### src/rtl/tpu_seq_ctrl.sv
// tpu_seq_ctrl: memory-mapped sequencer for the TPU matrix-multiply datapath.
//
// Decodes host writes into A/B/C buffer strobes and row indices, runs the
// IDLE -> CLEAR -> RUN -> DONE matrix-multiply sequence, and exposes a status
// register with busy, sticky done/error flags, accumulate mode and the cycle
// count of the last run.
//
// Ports:
//   clk, rst_n        clock, asynchronous active-low reset
//   r_w, addr, dataIn host access (r_w=1 write), byte address, write data
//   stat_rdata        status word, non-zero only while reading STAT_ADDR
//   a_wr_en, a_row    A buffer write strobe and row index
//   b_wr_en           B buffer write strobe
//   c_wr_en, c_row,   C buffer write strobe, row index and DATAW-word index
//   c_half              within the row
//   sys_en, sys_clr   systolic array advance enable and accumulator clear
//   busy, done_irq    run in progress, one-cycle completion pulse
//
// Optional build macro TPU_SEQ_PERF_EN adds a saturating 16-bit completed-run
// counter readable at stat_rdata[47:32].
module tpu_seq_ctrl #(
  parameter int unsigned       DIM       = 8,
  parameter int unsigned       BITS_AB   = 8,
  parameter int unsigned       BITS_C    = 16,
  parameter int unsigned       ADDRW     = 16,
  parameter int unsigned       DATAW     = 64,
  parameter logic [ADDRW-1:0]  BASE_A    = 'h0100,
  parameter logic [ADDRW-1:0]  BASE_B    = 'h0200,
  parameter logic [ADDRW-1:0]  BASE_C    = 'h0300,
  parameter logic [ADDRW-1:0]  CTRL_ADDR = 'h0400,
  parameter logic [ADDRW-1:0]  STAT_ADDR = 'h0408
) (
  input  logic                   clk,
  input  logic                   rst_n,
  input  logic                   r_w,
  input  logic [ADDRW-1:0]       addr,
  input  logic [DATAW-1:0]       dataIn,
  output logic [DATAW-1:0]       stat_rdata,
  output logic                   a_wr_en,
  output logic [$clog2(DIM)-1:0] a_row,
  output logic                   b_wr_en,
  output logic                   c_wr_en,
  output logic [$clog2(DIM)-1:0] c_row,
  output logic [((DIM*BITS_C/DATAW) > 1 ? $clog2(DIM*BITS_C/DATAW) : 1)-1:0] c_half,
  output logic                   sys_en,
  output logic                   sys_clr,
  output logic                   busy,
  output logic                   done_irq
);

  localparam int unsigned RowW     = $clog2(DIM);
  localparam int unsigned HalfRat  = DIM * BITS_C / DATAW;
  localparam int unsigned HalfW    = (HalfRat > 1) ? $clog2(HalfRat) : 1;
  localparam bit          HalfEn   = (HalfRat > 1);
  localparam int unsigned CntW     = $clog2(3 * DIM - 1);
  localparam int unsigned AbShift  = $clog2(DIM * BITS_AB / 8);
  localparam int unsigned CShift   = $clog2(DIM * BITS_C / 8);
  localparam int unsigned DwShift  = $clog2(DATAW / 8);
  localparam int unsigned SzAb     = DIM * DIM * BITS_AB / 8;
  localparam int unsigned SzC      = DIM * DIM * BITS_C / 8;

  localparam logic [ADDRW-1:0] SzAbW   = ADDRW'(SzAb);
  localparam logic [ADDRW-1:0] SzCW    = ADDRW'(SzC);
  // Count value seen during the final RUN cycle (3*DIM-2 cycles, from 0).
  localparam logic [CntW-1:0]  RunLast = CntW'(3 * DIM - 3);

  typedef enum logic [1:0] {StIdle, StClear, StRun, StDone} state_e;

  state_e          state_q, state_d;
  logic [CntW-1:0] count_q, count_d;
  logic            acc_q;
  logic            done_q;
  logic            err_q;
  logic [15:0]     last_q;
  logic [15:0]     perf_cnt;

  logic [ADDRW-1:0] off_a, off_b, off_c;
  logic             in_a, in_b, in_c;
  logic             idle, ctrl_wr, stat_rd, start, err_set;
  logic [63:0]      stat_word;

  // Address decode
  assign off_a = addr - BASE_A;
  assign off_b = addr - BASE_B;
  assign off_c = addr - BASE_C;
  assign in_a  = (addr >= BASE_A) && (off_a < SzAbW);
  assign in_b  = (addr >= BASE_B) && (off_b < SzAbW);
  assign in_c  = (addr >= BASE_C) && (off_c < SzCW);

  assign idle    = (state_q == StIdle);
  assign ctrl_wr = r_w && (addr == CTRL_ADDR);
  assign stat_rd = !r_w && (addr == STAT_ADDR);
  assign start   = ctrl_wr && idle && dataIn[0];

  // Any buffer/CTRL write while busy is dropped and flagged; a CTRL write
  // without the start bit is flagged and otherwise ignored.
  assign err_set = (r_w && !idle && (in_a || in_b || in_c || (addr == CTRL_ADDR))) ||
                   (ctrl_wr && idle && !dataIn[0]);

  assign a_wr_en = r_w && in_a && idle;
  assign b_wr_en = r_w && in_b && idle;
  assign c_wr_en = r_w && in_c && idle;

  // Row indices are only meaningful alongside their strobe; held at 0 otherwise.
  assign a_row  = a_wr_en ? off_a[AbShift +: RowW] : '0;
  assign c_row  = c_wr_en ? off_c[CShift +: RowW] : '0;
  assign c_half = (c_wr_en && HalfEn) ? off_c[DwShift +: HalfW] : '0;

  // FSM next state and outputs
  always_comb begin
    state_d  = state_q;
    count_d  = count_q;
    sys_en   = 1'b0;
    sys_clr  = 1'b0;
    done_irq = 1'b0;
    busy     = 1'b1;
    unique case (state_q)
      StIdle: begin
        busy = 1'b0;
        if (start) state_d = StClear;
      end
      StClear: begin
        sys_clr = !acc_q;
        count_d = '0;
        state_d = StRun;
      end
      StRun: begin
        sys_en  = 1'b1;
        count_d = count_q + 1'b1;
        if (count_q == RunLast) state_d = StDone;
      end
      StDone: begin
        done_irq = 1'b1;
        state_d  = StIdle;
      end
      default: state_d = StIdle;
    endcase
  end

  always_ff @(posedge clk or negedge rst_n) begin
    if (!rst_n) begin
      state_q <= StIdle;
      count_q <= '0;
    end else begin
      state_q <= state_d;
      count_q <= count_d;
    end
  end

  // Mode, stickies and last-run cycle count. Sets take priority over clears.
  always_ff @(posedge clk or negedge rst_n) begin
    if (!rst_n) begin
      acc_q  <= 1'b0;
      done_q <= 1'b0;
      err_q  <= 1'b0;
      last_q <= '0;
    end else begin
      if (start) acc_q <= dataIn[1];

      if (state_q == StDone)      done_q <= 1'b1;
      else if (stat_rd || start)  done_q <= 1'b0;

      if (err_set)      err_q <= 1'b1;
      else if (stat_rd) err_q <= 1'b0;

      if (state_q == StDone) last_q <= 16'(count_q);
    end
  end

`ifdef TPU_SEQ_PERF_EN
  logic [15:0] run_cnt_q;

  always_ff @(posedge clk or negedge rst_n) begin
    if (!rst_n) begin
      run_cnt_q <= '0;
    end else if ((state_q == StDone) && (run_cnt_q != 16'hFFFF)) begin
      run_cnt_q <= run_cnt_q + 16'd1;
    end
  end

  assign perf_cnt = run_cnt_q;
`else
  assign perf_cnt = '0;
`endif

  assign stat_word  = {16'h0000, perf_cnt, last_q, 8'(DIM), 4'h0, acc_q, err_q, done_q, busy};
  assign stat_rdata = stat_rd ? DATAW'(stat_word) : '0;

  logic unused_bits;
  assign unused_bits = ^{dataIn, off_a, off_c};

endmodule

### config.mk
export PLATFORM = sky130hd
export DESIGN_NAME = tpu_seq_ctrl
export DESIGN_NICKNAME = d
export VERILOG_FILES = /design/src/rtl/tpu_seq_ctrl.sv
export SDC_FILE = /design/constraint.sdc
export NUM_CORES = 1
export LEC_CHECK = 0
export ABC_AREA = 1
export CORE_ASPECT_RATIO = 1.2
export CORE_MARGIN = 1
export CORE_UTILIZATION = 32
export CTS_CLUSTER_DIAMETER = 30
export DETAILED_ROUTE_END_ITERATION = 16
export PLACE_DENSITY = 0.89
export SLEW_MARGIN = 40
export SYNTH_ARGS = -nofsm -noshare
export SYNTH_HDL_FRONTEND = slang
export SYNTH_SLANG_ARGS = --single-unit
### constraint.sdc
create_clock -name clk -period 3 [get_ports clk]
set_input_delay 0.3 -clock clk [delete_from_list [all_inputs] [get_ports clk]]
set_output_delay 0.3 -clock clk [all_outputs]
set_load 0.05 [all_outputs]
==> metrics.txt, run 1 <==
IO buf count 44; Pint 0.508 mW; DR iter-0 viols 56; YS warnings 0; IO Pins 161; Total GRT Usage 0.120; Layout area overhead 18.9%; number of H-tree levels 1; diode count 0; VDD IR-drop max ~0.19 mV; Mapped Area 0.00159 mm2; FF/Latch Area ~380 um2; post-cts repair resize count 0; Clk Latency, worst-skew pair ~0.25 ns; Reg clk slew, reported paths 0.06 ns; Sequential Power Share 0.278; CP Cell Sequence clkdlybuf4s50_1 > inv_1 > ha_1 > xnor2_1 > nand2_1 > nor3_1 > clkdlybuf4s50_1; GPL Wtd Cong ~0.83; Static Leak roughly 1 nW; Clock Sinks 15; count of flip-flops with a built-in enable after synthesis 0; Sw Share 0.520; Setup crit start kind input port; largest net degree at the start of global routing 16; Initial Utilization 0.338; post-synthesis simple-gate area fraction 0.278; Worst Hold Class input port to async pin; crit-path max FO 5; initial antenna violation count 0; core area between 0.004 and 0.005 mm2; CTS tree yes; Power Dens Cells 560 mW/mm2; die area 0.00525 mm2; status complete, no violations; Synth Area per Inst 7.06 um2; deepest clock path buffer count 2; Clk network pwr share 0.153; PnR Total Power 1.06 mW; number of remaining DRC errors 0; worst-margin pin slew between 0.6 and 0.7 ns; number of detailed-route iterations in the first pass 4; DP HPWL about 2500 um; grt total ovfl 0; Final Core Density 0.402; XOR/XNOR Fraction of Synth Area 0.00551; Post-synth ARST share 1.00; mux share of post-synthesis cell area 0; # fillers 499; combinational share of power 0.569; root buf cell clkbuf_8; Hold-fix buffers, CTS 0; Die X-Extent 66.3 um; CP endpoint kind output pin; Setup Viol. Count Final 0; Final Skew 0.00366 ns; WS Path Type input port to output pin; Yosys reg bits 15; setup repair bufs after CTS 0; RSZ-0062 raised after global routing no; Switch Pwr 0.550 mW; Synth Area in Adders 0.0709; final setup TNS 0 ns; Yosys cell types 26; via count between 1000 and 1500; routed len/inst 8.83 um; Hold Vio Cnt, Final 0; area of the multi-input gates 850 um2; Post-Layout Cell Count 327; dominant synthesized flop cell dfrtp_1; max incr delay on CP between 0.8 and 0.9 ns; share of post-route cells with drive strength above 1 0.126; DR vias/cell 4.13; Period minus WS final 2.73 ns; routed wire length 2890 um; CTS Buf Count 3; first-pass GRT wire length 4840 um; Rel. slew slack 0.564; main combinational cell family by area after synthesis buffers and inverters; nets 362; Top delay family on crit path buffers and inverters; fin crit share 0.910; die height 79.2 um; Pins Over Slew Limit 0; Crit-path slowest cell clkdlybuf4s50_1; vias in the first global route between 1000 and 1500; Gate Count Post-Synth between 200 and 250; DP Cell Count 323; Synth Area in Compound Gates 0.0528; Fmax achieved 366 MHz; max_cap viols 0; Buf+Inv Stages, Crit Path 3; most frequent CP cell clkdlybuf4s50_1; Worst EP arrival 2.43 ns; data required time of the worst path 2.70 ns; row cnt 27; Post-DRT Antenna Nets 0; sequential area share after synthesis 0.236
metal layers:
| metal | vias to the layer above | GRT usage | part of all wire |
|---|---|---|---|
| met1 | 583 | 0.129 | 0.40 |
| li1 | 665 | - | - |
| met4 | 0 | 0.0745 | 0.029 |
| met3 | 8 | 0.0187 | 0.071 |
| met2 | 95 | 0.212 | 0.50 |
| met5 | - | 0 | 0 |
registers in the layout (all words and copies together) (netlist names):
name     flops
last_q       5
err_q        1
done_q       1
acc_q        1
state_q      2
count_q      5
logic make-up (layout without fill, tap and decap cells):
family          count (synthesis)  in the layout
xor+xnor                        1              1
buf+inv                        93             84
compound gates                 14             14
other cells                     1             54
fa+ha+maj                       9              9
flops                          15             15
simple gates                   92             92
path summary, 6_finish.rpt:
check | start | endpoint | slack (ns) | cells after the start
worst max-delay path | addr[9] | b_wr_en | 0.27 | 7
worst min-delay path | rst_n | last_q[2]$_DFFE_PN0P_ | 0.45 | 1
worst max register to register | state_q[0]$_DFFE_PN0P_ | state_q[0]$_DFFE_PN0P_ | 1.43 | 9
worst min register to register | done_q$_DFFE_PN0P_ | done_q$_DFFE_PN0P_ | 0.50 | 2
max in group asynchronous | rst_n | state_q[0]$_DFFE_PN0P_ | 2.13 | 1
min in group clk | done_q$_DFFE_PN0P_ | done_q$_DFFE_PN0P_ | 0.50 | 2
power groups by stage:
stage / registers (mW) / logic [mW] / clock network (mW)
2_1_floorplan: 0.286 / 0.533 / 0
3_3_place_gp: 0.294 / 0.584 / 0
3_5_place_dp: 0.297 / 0.600 / 0
4_1_cts: 0.293 / 0.603 / 0.166
5_1_grt: 0.301 / 0.668 / 0.182
6_report: 0.295 / 0.602 / 0.162
Yosys cell counts, types with 2 or more instances:
library cell / instances / share of area
nor2_1: 33 / 0.078
o21ai_0: 6 / 0.019
nor2_4: 2 / 0.014
nand4_1: 2 / 0.0079
dfrtp_1: 15 / 0.24
nand2_1: 23 / 0.054
inv_1: 33 / 0.078
nor3_1: 8 / 0.025
nand3_1: 11 / 0.035
buf_4: 55 / 0.26
ha_1: 9 / 0.071
nand2_2: 6 / 0.024
inv_2: 3 / 0.0071
a21oi_1: 5 / 0.016
nor2_2: 3 / 0.012
metrics by stage:
stage          instance area, um2  worst slack (ns)  hold WS (ns)
5_1_grt                      1890             0.198         0.501
2_1_floorplan                1790             0.796       0.00441
3_3_place_gp                 1840             0.336         0.479
4_1_cts                      1890             0.278         0.477
6_report                     1890             0.270         0.451
3_5_place_dp                 1840             0.281         0.497
cells in the final DEF (no fill, tap or decap), types with 2 or more instances in the layout:
| master | synthesis | final |
|---|---|---|
| dfrtp_1 | 15 | 15 |
| nand2_1 | 23 | 23 |
| ha_1 | 9 | 9 |
| nand4_1 | 2 | 2 |
| nor2_1 | 33 | 33 |
| nor3_1 | 8 | 8 |
| a21oi_1 | 5 | 5 |
| inv_1 | 33 | 33 |
| inv_2 | 3 | 3 |
| clkdlybuf4s50_1 | 0 | 32 |
| buf_4 | 55 | 12 |
| nor2_4 | 2 | 2 |
| nand3_1 | 11 | 11 |
| o21ai_0 | 6 | 6 |
| nand2_2 | 6 | 6 |
| conb_1 | 1 | 54 |
| clkbuf_8 | 0 | 3 |
| nor2_2 | 3 | 3 |
area by class of cell:
cell class	count	area share
Clock inverter	1	0.00265
Clock buffer	3	0.0219
Inverter	36	0.0715
Multi-Input combinational cell	170	0.450
Sequential cell	15	0.199
Timing Repair Buffer	44	0.217
Tap cell	58	0.0384
Note: power is estimated with default switching activity, not from simulation.
==> run 2: changes to the inputs <==
--- a/config.mk
+++ b/config.mk
@@ -12,7 +12,6 @@
 export CTS_CLUSTER_DIAMETER = 30
 export DETAILED_ROUTE_END_ITERATION = 16
 export PLACE_DENSITY = 0.89
-export SLEW_MARGIN = 40
 export SYNTH_ARGS = -nofsm -noshare
 export SYNTH_HDL_FRONTEND = slang
 export SYNTH_SLANG_ARGS = --single-unit
==> results of run 2 <==
Same layout as run 1: the final DEF is identical, and so are final timing and power.
